## src/rtl/countdown_timer_ctrl_if.sv

```systemverilog
// Front-panel controls and display digits for the M:ST:SO countdown timer.
// The panel side drives the controls; the timer drives the digits and status.
interface countdown_timer_ctrl_if;
  logic       load;
  logic [3:0] preset_min;
  logic [2:0] preset_st;
  logic [3:0] preset_so;
  logic       start;
  logic       pause;
  logic       stop;
  logic [3:0] min;
  logic [2:0] sec_tens;
  logic [3:0] sec_ones;
  logic       running;
  logic       done;

  modport master (
    output load, preset_min, preset_st, preset_so,
    output start, pause, stop,
    input  min, sec_tens, sec_ones, running, done
  );

  modport slave (
    input  load, preset_min, preset_st, preset_so,
    input  start, pause, stop,
    output min, sec_tens, sec_ones, running, done
  );
endinterface

```

## src/rtl/countdown_timer_ctrl.sv

```systemverilog
// BCD minutes:seconds countdown controller with prescaler and borrow cascade.
// Define COUNTDOWN_AUTORELOAD_EN to reload the preset on expiry instead of stopping.
module countdown_timer_ctrl #(
  parameter int TICK_DIV = 50000000
) (
  input  logic                  clk,
  input  logic                  init,
  countdown_timer_ctrl_if.slave bus
);

  localparam int PW = $clog2(TICK_DIV);
  localparam logic [PW-1:0] LAST = PW'(TICK_DIV - 1);

  typedef enum logic [1:0] {
    S_IDLE,
    S_RUN,
    S_PAUSE,
    S_DONE
  } state_e;

  state_e        state_q, state_d;
  logic [3:0]    pre_min_q, pre_min_d;
  logic [2:0]    pre_st_q, pre_st_d;
  logic [3:0]    pre_so_q, pre_so_d;
  logic [3:0]    min_q, min_d;
  logic [2:0]    st_q, st_d;
  logic [3:0]    so_q, so_d;
  logic [PW-1:0] presc_q, presc_d;
  logic          done_q, done_d;

  logic          tick;
  logic          zero;
  logic          expire;
  logic          b_so, b_st;
  logic [3:0]    so_dec, min_dec;
  logic [2:0]    st_dec;
  logic [3:0]    c_min, c_so;
  logic [2:0]    c_st;

  function automatic logic [3:0] clamp9(input logic [3:0] v);
    return (v > 4'd9) ? 4'd9 : v;
  endfunction

  function automatic logic [2:0] clamp5(input logic [2:0] v);
    return (v > 3'd5) ? 3'd5 : v;
  endfunction

  always_comb begin
    c_min   = clamp9(bus.preset_min);
    c_st    = clamp5(bus.preset_st);
    c_so    = clamp9(bus.preset_so);
    tick    = (presc_q == LAST);
    zero    = (min_q == 4'd0) && (st_q == 3'd0) && (so_q == 4'd0);
    b_so    = (so_q == 4'd0);
    b_st    = b_so && (st_q == 3'd0);
    so_dec  = b_so ? 4'd9 : so_q - 4'd1;
    st_dec  = b_so ? ((st_q == 3'd0) ? 3'd5 : st_q - 3'd1) : st_q;
    min_dec = b_st ? min_q - 4'd1 : min_q;
    // RUN never holds 0:00, so only 0:01 can expire on a tick
    expire  = (min_q == 4'd0) && (st_q == 3'd0) && (so_q == 4'd1);
  end

  always_comb begin
    state_d   = state_q;
    pre_min_d = pre_min_q;
    pre_st_d  = pre_st_q;
    pre_so_d  = pre_so_q;
    min_d     = min_q;
    st_d      = st_q;
    so_d      = so_q;
    presc_d   = presc_q;
`ifdef COUNTDOWN_AUTORELOAD_EN
    done_d    = 1'b0;
`else
    done_d    = done_q;
`endif

    if (bus.stop) begin
      state_d = S_IDLE;
      min_d   = pre_min_q;
      st_d    = pre_st_q;
      so_d    = pre_so_q;
      presc_d = '0;
      done_d  = 1'b0;
    end else begin
      unique case (state_q)
        S_IDLE, S_DONE: begin
          if (bus.load) begin
            pre_min_d = c_min;
            pre_st_d  = c_st;
            pre_so_d  = c_so;
            min_d     = c_min;
            st_d      = c_st;
            so_d      = c_so;
            state_d   = S_IDLE;
            done_d    = 1'b0;
          end else if (state_q == S_IDLE && bus.start && !zero) begin
            state_d = S_RUN;
            presc_d = '0;
          end
        end
        S_RUN: begin
          if (bus.pause) begin
            state_d = S_PAUSE;
          end else if (tick) begin
            presc_d = '0;
            if (expire) begin
              done_d = 1'b1;
`ifdef COUNTDOWN_AUTORELOAD_EN
              min_d  = pre_min_q;
              st_d   = pre_st_q;
              so_d   = pre_so_q;
`else
              min_d   = 4'd0;
              st_d    = 3'd0;
              so_d    = 4'd0;
              state_d = S_DONE;
`endif
            end else begin
              min_d = min_dec;
              st_d  = st_dec;
              so_d  = so_dec;
            end
          end else begin
            presc_d = presc_q + 1'b1;
          end
        end
        S_PAUSE: begin
          if (bus.start) begin
            state_d = S_RUN;
          end
        end
        default: state_d = S_IDLE;
      endcase
    end
  end

  always_ff @(posedge clk or negedge init) begin
    if (!init) begin
      state_q   <= S_IDLE;
      pre_min_q <= '0;
      pre_st_q  <= '0;
      pre_so_q  <= '0;
      min_q     <= '0;
      st_q      <= '0;
      so_q      <= '0;
      presc_q   <= '0;
      done_q    <= 1'b0;
    end else begin
      state_q   <= state_d;
      pre_min_q <= pre_min_d;
      pre_st_q  <= pre_st_d;
      pre_so_q  <= pre_so_d;
      min_q     <= min_d;
      st_q      <= st_d;
      so_q      <= so_d;
      presc_q   <= presc_d;
      done_q    <= done_d;
    end
  end

  assign bus.min      = min_q;
  assign bus.sec_tens = st_q;
  assign bus.sec_ones = so_q;
  assign bus.running  = (state_q == S_RUN);
  assign bus.done     = done_q;

endmodule
```

## src/flat_wrapper.sv

```systemverilog
// flat-port wrapper written by rule: the top's interface ports become plain ports
module countdown_timer_ctrl_flat 
#(
  parameter int TICK_DIV = 50000000
)
  (clk, init, bus_load, bus_preset_min, bus_preset_st, bus_preset_so, bus_start, bus_pause, bus_stop, bus_min, bus_sec_tens, bus_sec_ones, bus_running, bus_done);
  countdown_timer_ctrl_if bus_i ();
  input  logic clk;
  input  logic init;
  input wire logic [$bits(bus_i.load)-1:0] bus_load;
  input wire logic [$bits(bus_i.preset_min)-1:0] bus_preset_min;
  input wire logic [$bits(bus_i.preset_st)-1:0] bus_preset_st;
  input wire logic [$bits(bus_i.preset_so)-1:0] bus_preset_so;
  input wire logic [$bits(bus_i.start)-1:0] bus_start;
  input wire logic [$bits(bus_i.pause)-1:0] bus_pause;
  input wire logic [$bits(bus_i.stop)-1:0] bus_stop;
  output wire logic [$bits(bus_i.min)-1:0] bus_min;
  output wire logic [$bits(bus_i.sec_tens)-1:0] bus_sec_tens;
  output wire logic [$bits(bus_i.sec_ones)-1:0] bus_sec_ones;
  output wire logic [$bits(bus_i.running)-1:0] bus_running;
  output wire logic [$bits(bus_i.done)-1:0] bus_done;
  assign bus_i.load = bus_load;
  assign bus_i.preset_min = bus_preset_min;
  assign bus_i.preset_st = bus_preset_st;
  assign bus_i.preset_so = bus_preset_so;
  assign bus_i.start = bus_start;
  assign bus_i.pause = bus_pause;
  assign bus_i.stop = bus_stop;
  assign bus_min = bus_i.min;
  assign bus_sec_tens = bus_i.sec_tens;
  assign bus_sec_ones = bus_i.sec_ones;
  assign bus_running = bus_i.running;
  assign bus_done = bus_i.done;
  countdown_timer_ctrl #(.TICK_DIV(TICK_DIV)) u_core (.clk(clk), .init(init), .bus(bus_i));
endmodule
```

## config.mk

```make
export PLATFORM = sky130hd
export DESIGN_NAME = countdown_timer_ctrl_flat
export DESIGN_NICKNAME = d
export VERILOG_FILES = /design/src/rtl/countdown_timer_ctrl_if.sv /design/src/rtl/countdown_timer_ctrl.sv /design/src/flat_wrapper.sv
export SDC_FILE = /design/constraint.sdc
export NUM_CORES = 1
export LEC_CHECK = 0
export CELL_PAD_IN_SITES_DETAIL_PLACEMENT = 0
export CELL_PAD_IN_SITES_GLOBAL_PLACEMENT = 2
export CORE_MARGIN = 2
export CORE_UTILIZATION = 38
export DETAILED_ROUTE_END_ITERATION = 16
export PLACE_DENSITY_LB_ADDON = 0.3
export SKIP_CTS_REPAIR_TIMING = 1
export SLEW_MARGIN = 20
export SYNTH_ARGS = -nofsm -noshare
export SYNTH_HDL_FRONTEND = slang
export SYNTH_SLANG_ARGS = --single-unit
```

## constraint.sdc

```tcl
create_clock -name clk -period 6.6 [get_ports clk]
set_input_delay 1.32 -clock clk [delete_from_list [all_inputs] [get_ports clk]]
set_output_delay 1.32 -clock clk [all_outputs]
set_load 0.02 [all_outputs]
```

==> impl_metrics.csv, run 1 <==
group,metric,value,unit
global_route,grt_max_degree,52,
routing,drc,0,
floorplanning,start_util,0.386,
global_route,grt_overflow,0,
timing,finalSetupViolCount,0,
floorplanning,core_area,8090,sq um
layout,final_common_cell,"dfrtp_1",
layout,fill_cells,820,
synthesis,synthArstFlopShare,1.00,
worst_setup_path,startpoint_type,"input pin",
worst_setup_path,critPathKind,"input pin to flip-flop",
synthesis,yosys_warnings,0,
global_route,grt_use_total,0.193,
timing,slew_headroom,0.290,
synthesis,syn_nets,380,
cts,numCtsBuffers,5,
cts,cts_root_buf,"clkbuf_8",
timing,period_needed,3.79,ns
synthesis,yosysSeqAreaShare,0.409,
timing,fin_crit_sh,0.575,
floorplanning,die_h,94.7,microns
synthesis,synthFlopType,"dfrtp_1",
layout,drive_above_1_share,0.0654,
power_and_ir_drop,leakage,1.39,nW
worst_setup_path,crit_fanout,17,
cts,clockBufferDepth,2,
worst_setup_path,r2r_start,"u_core.state_q[1]$_DFFE_PN0P_",
min_path,holdPathEnd,"u_core.pre_so_q[3]$_DFFE_PN0P_",
min_path,hold-path-cell-count,2,
power_and_ir_drop,p_per_area,324,nW/um^2
worst_setup_path,rr_worst_depth,8,
placed_design,place_ws,2.45,ns
global_route,antenna_found_initial,0,
routing,dr.pass1.iters,4,
layout,n_antenna_cell,0,
layout,syn_to_final_growth,15.5,%
global_route,grt_first_pass_wirelength,13.6,mm
worst_setup_path,worstPathRequired,6.80,ns
cts,clkTransAtPathRegs,0.10,ns
timing,fin_setup_tns,0,ns
routing,drtIter0Drc,74,
floorplanning,fp.dieW,94.7,microns
timing,final_hold_viol_count,0,
timing,tightest_slew,1.06,ns
synthesis,synth_cell_types,63,
cts,cts_tree,"yes",
run,cap_violations,0,
min_path,hp-start,"u_core.pre_so_q[3]$_DFFE_PN0P_",
timing,slew_violations,0,
routing,vias,2769,
run_status,status,"complete, no violations",
placed_design,port_buffers,29,
floorplanning,rows,33,
synthesis,synth.avg_cell_area,8.77,sq um
layout,multi_input_area,1720,sq um
routing,totalWireLength,8.07,mm
power_and_ir_drop,finalPower,1.17,mW
power_and_ir_drop,ir_drop,0.000214,V
global_route,grt_pass1_vias,2703,
placed_design,hpwlAfterDp,5.80,mm
min_path,hold_path.class,"flip-flop to flip-flop",
layout,seqCellArea,1280,sq um
cts,htreeDepth,2,
floorplanning,io_pins,30,
synthesis,synthCells,356,
worst_setup_path,rr_endpoint,"u_core.presc_q[16]$_DFFE_PN0P_",
synthesis,synth_edf_count,0,
worst_setup_path,end_kind,"flip-flop",
worst_setup_path,worst-endpoint-arrival,3.99,ns
timing,fmax,264,MHz
placed_design,gp_congestion,0.809,
timing,finalClockSkew,0.00727,ns
routing,drt-vias-per-instance,5.69,
layout,mostFrequentLayoutCells,"51 x dfrtp_1, 36 x o21ai_0, 33 x nand2_1, 28 x clkdlybuf4s50_1, 26 x a21oi_1",
cts,worstSkewPairLatency,0.31,ns
timing,setup_slack,2.81,ns
synthesis,synth_seq_cells,51,
timing,rsz0062_at_grt,"no",
routing,ant_nets,0,
layout,num-nets-final,405,
cts,clock-sinks,51,
synthesis,synth_area,3120,sq um
worst_setup_path,r2r_setup_slack,3.41,ns
floorplanning,die_area,8960,sq um
routing,detail_route.wl_per_cell,16.6,microns
## how the worst max path moves through the flow
stage	depth (start not counted)	startpoint	endpoint
floorplan	7	bus_pause	u_core.presc_q[20]$_DFFE_PN0P_
global placement	5	bus_stop	u_core.bus.sec_tens[0]$_DFFE_PN0P_
detailed placement	7	bus_stop	u_core.presc_q[16]$_DFFE_PN0P_
CTS	7	bus_stop	u_core.presc_q[16]$_DFFE_PN0P_
global route	7	bus_stop	u_core.presc_q[16]$_DFFE_PN0P_
finish	5	bus_stop	u_core.bus.sec_tens[0]$_DFFE_PN0P_
## layout make-up
cell class / count / area share
Sequential cell: 51 / 0.354
Tap cell: 105 / 0.0364
Timing Repair Buffer: 32 / 0.0854
Clock buffer: 7 / 0.0267
Multi-Input combinational cell: 273 / 0.477
Clock inverter: 1 / 0.00208
Inverter: 18 / 0.0187
## Yosys cell counts, types with 8 or more instances
| library cell | count | area (sq um) |
|---|---|---|
| or3_1 | 14 | 87.6 |
| o21ai_0 | 36 | 180 |
| nor2_1 | 25 | 93.8 |
| o31ai_1 | 9 | 67.6 |
| clkbuf_1 | 8 | 30.0 |
| a21oi_1 | 26 | 130 |
| nand2_1 | 33 | 124 |
| nand3_1 | 12 | 60.1 |
| dfrtp_1 | 51 | 1280 |
| inv_1 | 18 | 67.6 |
## registers in the layout, summed over array words and instances, names as in the netlist
name / count
u_core.presc_q: 26
u_core.bus.min: 4
u_core.bus.sec_ones: 4
u_core.pre_min_q: 4
u_core.pre_so_q: 4
u_core.bus.sec_tens: 3
u_core.pre_st_q: 3
u_core.state_q: 2
u_core.bus.done: 1
## cell families (layout without fill, tap and decap cells)
family                     after synthesis  count (layout)  synth area share
muxes                                   10              10            0.0373
and+or+nand+nor                        138             138             0.242
AOI/OAI and AO/OA                      118             118             0.244
buffers and inverters                   32              58            0.0409
DFF                                     51              51             0.409
adders and majority gates                7               7            0.0280
## critical path, cell delays in order
cell             delay [ns]
clkdlybuf4s50_1        0.71
inv_1                  0.57
nand2_1                0.28
o311ai_0               0.70
mux2_2                 0.41
## metal layers
metal,track usage,vias to the layer above,wire (microns)
met4,0.0459,0,76
met5,0,-,0
met3,0.0279,7,263
met2,0.318,49,3880
met1,0.268,1320,3850
li1,-,1393,-
## power breakdown
group	internal (mW)	leakage, nW	switching (mW)
clock network	0.0956	0.0505	0.108
registers	0.384	0.674	0.0725
logic	0.219	0.669	0.290
## metrics by stage
| step | hold WS [ns] | utilization | cell area [sq um] | cells |
|---|---|---|---|---|
| 3_3_place_gp | 0.460 | 0.433 | 3500 | 479 |
| 6_report | 0.487 | 0.446 | 3610 | 487 |
| 4_1_cts | 0.493 | 0.446 | 3610 | 487 |
| 3_5_place_dp | 0.469 | 0.433 | 3500 | 479 |
| 2_1_floorplan | 0.445 | - | 3120 | 356 |
| 5_1_grt | 0.525 | 0.446 | 3610 | 487 |
(Power assumes the default switching activity.)
==> run 2, diff against run 1 <==
CORE_UTILIZATION = 32   (was 38)
clock period = 3.05 ns   (was 6.6 ns; I/O delays follow)
==> run 2 against run 1 <==
Against the previous run:
- non-clock buffer count rose by 15
- clock skew is 0.00069 ns higher
- die area is 18% higher
- global-route usage is 1.7 points lower
- via count grew 3.5%
- sequential cell count did not move
- total power grew 120%
- largest cell class unchanged
==> impl_metrics.csv, run 2 (synthesized netlist as in run 1, its figures left out) <==
group,metric,value,unit
routing,drt-vias-per-instance,5.41,
placed_design,dp_cells,522,
cts,cts_tree,"yes",
cts,clock-sinks,51,
worst_setup_path,cp_slowest_cell,"clkdlybuf4s50_1",
floorplanning,die_area,10600,sq um
layout,top_register,"u_core.presc_q",
timing,setup_slack,0.375,ns
cts,htreeDepth,2,
placed_design,gp_congestion,0.846,
run,cap_violations,0,
global_route,grt_max_degree,52,
layout,largest_register_ffs,26,
routing,drtIter0Drc,116,
cts,clkTransAtPathRegs,0.10,ns
timing,final_hold_viol_count,0,
floorplanning,io_pins,30,
timing,rsz0062_at_grt,"no",
routing,dr.pass1.iters,4,
global_route,grt_use_total,0.176,
cts,clockBufferDepth,2,
routing,vias,2865,
floorplanning,fp.dieW,103,microns
worst_setup_path,worst-endpoint-arrival,2.07,ns
timing,fmax,374,MHz
routing,totalWireLength,8.88,mm
worst_setup_path,end_kind,"output pin",
routing,detail_route.wl_per_cell,16.8,microns
timing,slew_violations,0,
global_route,grt_pass1_vias,2816,
power_and_ir_drop,leakage,1.46,nW
timing,finalSetupViolCount,0,
power_and_ir_drop,ir_drop,0.000393,V
power_and_ir_drop,p_per_area,695,nW/um^2
worst_setup_path,cp_slowest_stage_delay,0.63,ns
placed_design,hpwlAfterDp,6.37,mm
routing,drc,0,
floorplanning,rows,36,
timing,slew_headroom,0.453,
worst_setup_path,worstPathRequired,2.44,ns
worst_setup_path,crit_fanout,12,
layout,syn_to_final_growth,19.9,%
layout,drive_above_1_share,0.103,
cts,numCtsBuffers,5,
min_path,hold_path.class,"input pin to async pin",
timing,tightest_slew,0.810,ns
worst_setup_path,critPathKind,"flip-flop to output pin",
run_status,status,"complete, no violations",
worst_setup_path,worstPathCellList,"inv_1, ha_1, buf_4, clkdlybuf4s50_1",
timing,period_needed,2.68,ns
floorplanning,core_area,9640,sq um
cts,cts_root_buf,"clkbuf_8",
layout,mostFrequentLayoutCells,"51 x dfrtp_1, 36 x o21ai_0, 33 x nand2_1, 28 x clkdlybuf4s50_1",
worst_setup_path,startpoint_type,"flip-flop",
layout,n_antenna_cell,0,
global_route,grt_first_pass_wirelength,14.5,mm
global_route,grt_overflow,0,
global_route,antenna_found_initial,0,
layout,num-nets-final,420,
timing,fin_crit_sh,0.877,
placed_design,place_ws,0.250,ns
floorplanning,die_h,103,microns
routing,ant_nets,0,
cts,worstSkewPairLatency,0.31,ns
floorplanning,start_util,0.324,
timing,finalClockSkew,0.00796,ns
layout,final_common_cell,"dfrtp_1",
placed_design,port_buffers,29,
layout,layout.cells.non_filler,530,
[run 2: worst paths after layout]
check	start	depth (start not counted)	endpoint	slack, ns
hold reg to reg	u_core.pre_st_q[1]$_DFFE_PN0P_	2	u_core.pre_st_q[1]$_DFFE_PN0P_	0.49
hold / removal	init	2	u_core.presc_q[2]$_DFFE_PN0P_	0.42
setup reg to reg	u_core.bus.sec_ones[1]$_DFFE_PN0P_	7	u_core.presc_q[3]$_DFFE_PN0P_	0.46
setup / recovery	u_core.state_q[1]$_DFFE_PN0P_	4	bus_running	0.37
min in group clk	u_core.pre_st_q[1]$_DFFE_PN0P_	2	u_core.pre_st_q[1]$_DFFE_PN0P_	0.49
max in group asynchronous	init	2	u_core.pre_min_q[1]$_DFFE_PN0P_	2.16
[run 2: where the power goes]
| part | total [mW] | switching [mW] | internal, mW |
|---|---|---|---|
| sequential | 0.972 | 0.142 | 0.830 |
| clock | 0.413 | 0.251 | 0.162 |
| combinational | 1.22 | 0.680 | 0.537 |
| total | 2.60 | 1.07 | 1.53 |
[run 2: metrics by stage]
| step | hold slack, ns | setup TNS (ns) | instance area, sq um | power (mW) | utilization |
|---|---|---|---|---|---|
| floorplan | 0.314 | 0 | 3120 | 1.71 | - |
| global placement | 0.464 | -0.653 | 3650 | 2.20 | 0.379 |
| detailed placement | 0.477 | 0 | 3650 | 2.20 | 0.379 |
| CTS | 0.462 | 0 | 3740 | 2.63 | 0.388 |
| global route | 0.472 | 0 | 3740 | 2.80 | 0.388 |
| finish | 0.420 | 0 | 3740 | 2.60 | 0.388 |
[run 2: area by class of cell]
class	instances	area, sq um
well taps	133	166
clock inverters	2	12.5
multi-input cells	273	1730
inverters	18	67.6
flip-flops and latches	51	1280
fillers	1019	5890
repair buffers	47	420
clock buffers	6	72.6
[run 2: routing by layer]
metal / GRT usage / wire (microns)
met2: 0.301 / 4230
met5: 0 / 0
met4: 0.0587 / 160
met3: 0.0271 / 298
met1: 0.229 / 4190
[run 2: critical path, delay by kind of cell, from the launching register on]
family / cells / cell delay (ns)
buffers and inverters: 3 / 0.99
flip-flops: 1 / 0.39
adder cells (fa/ha/maj): 1 / 0.37
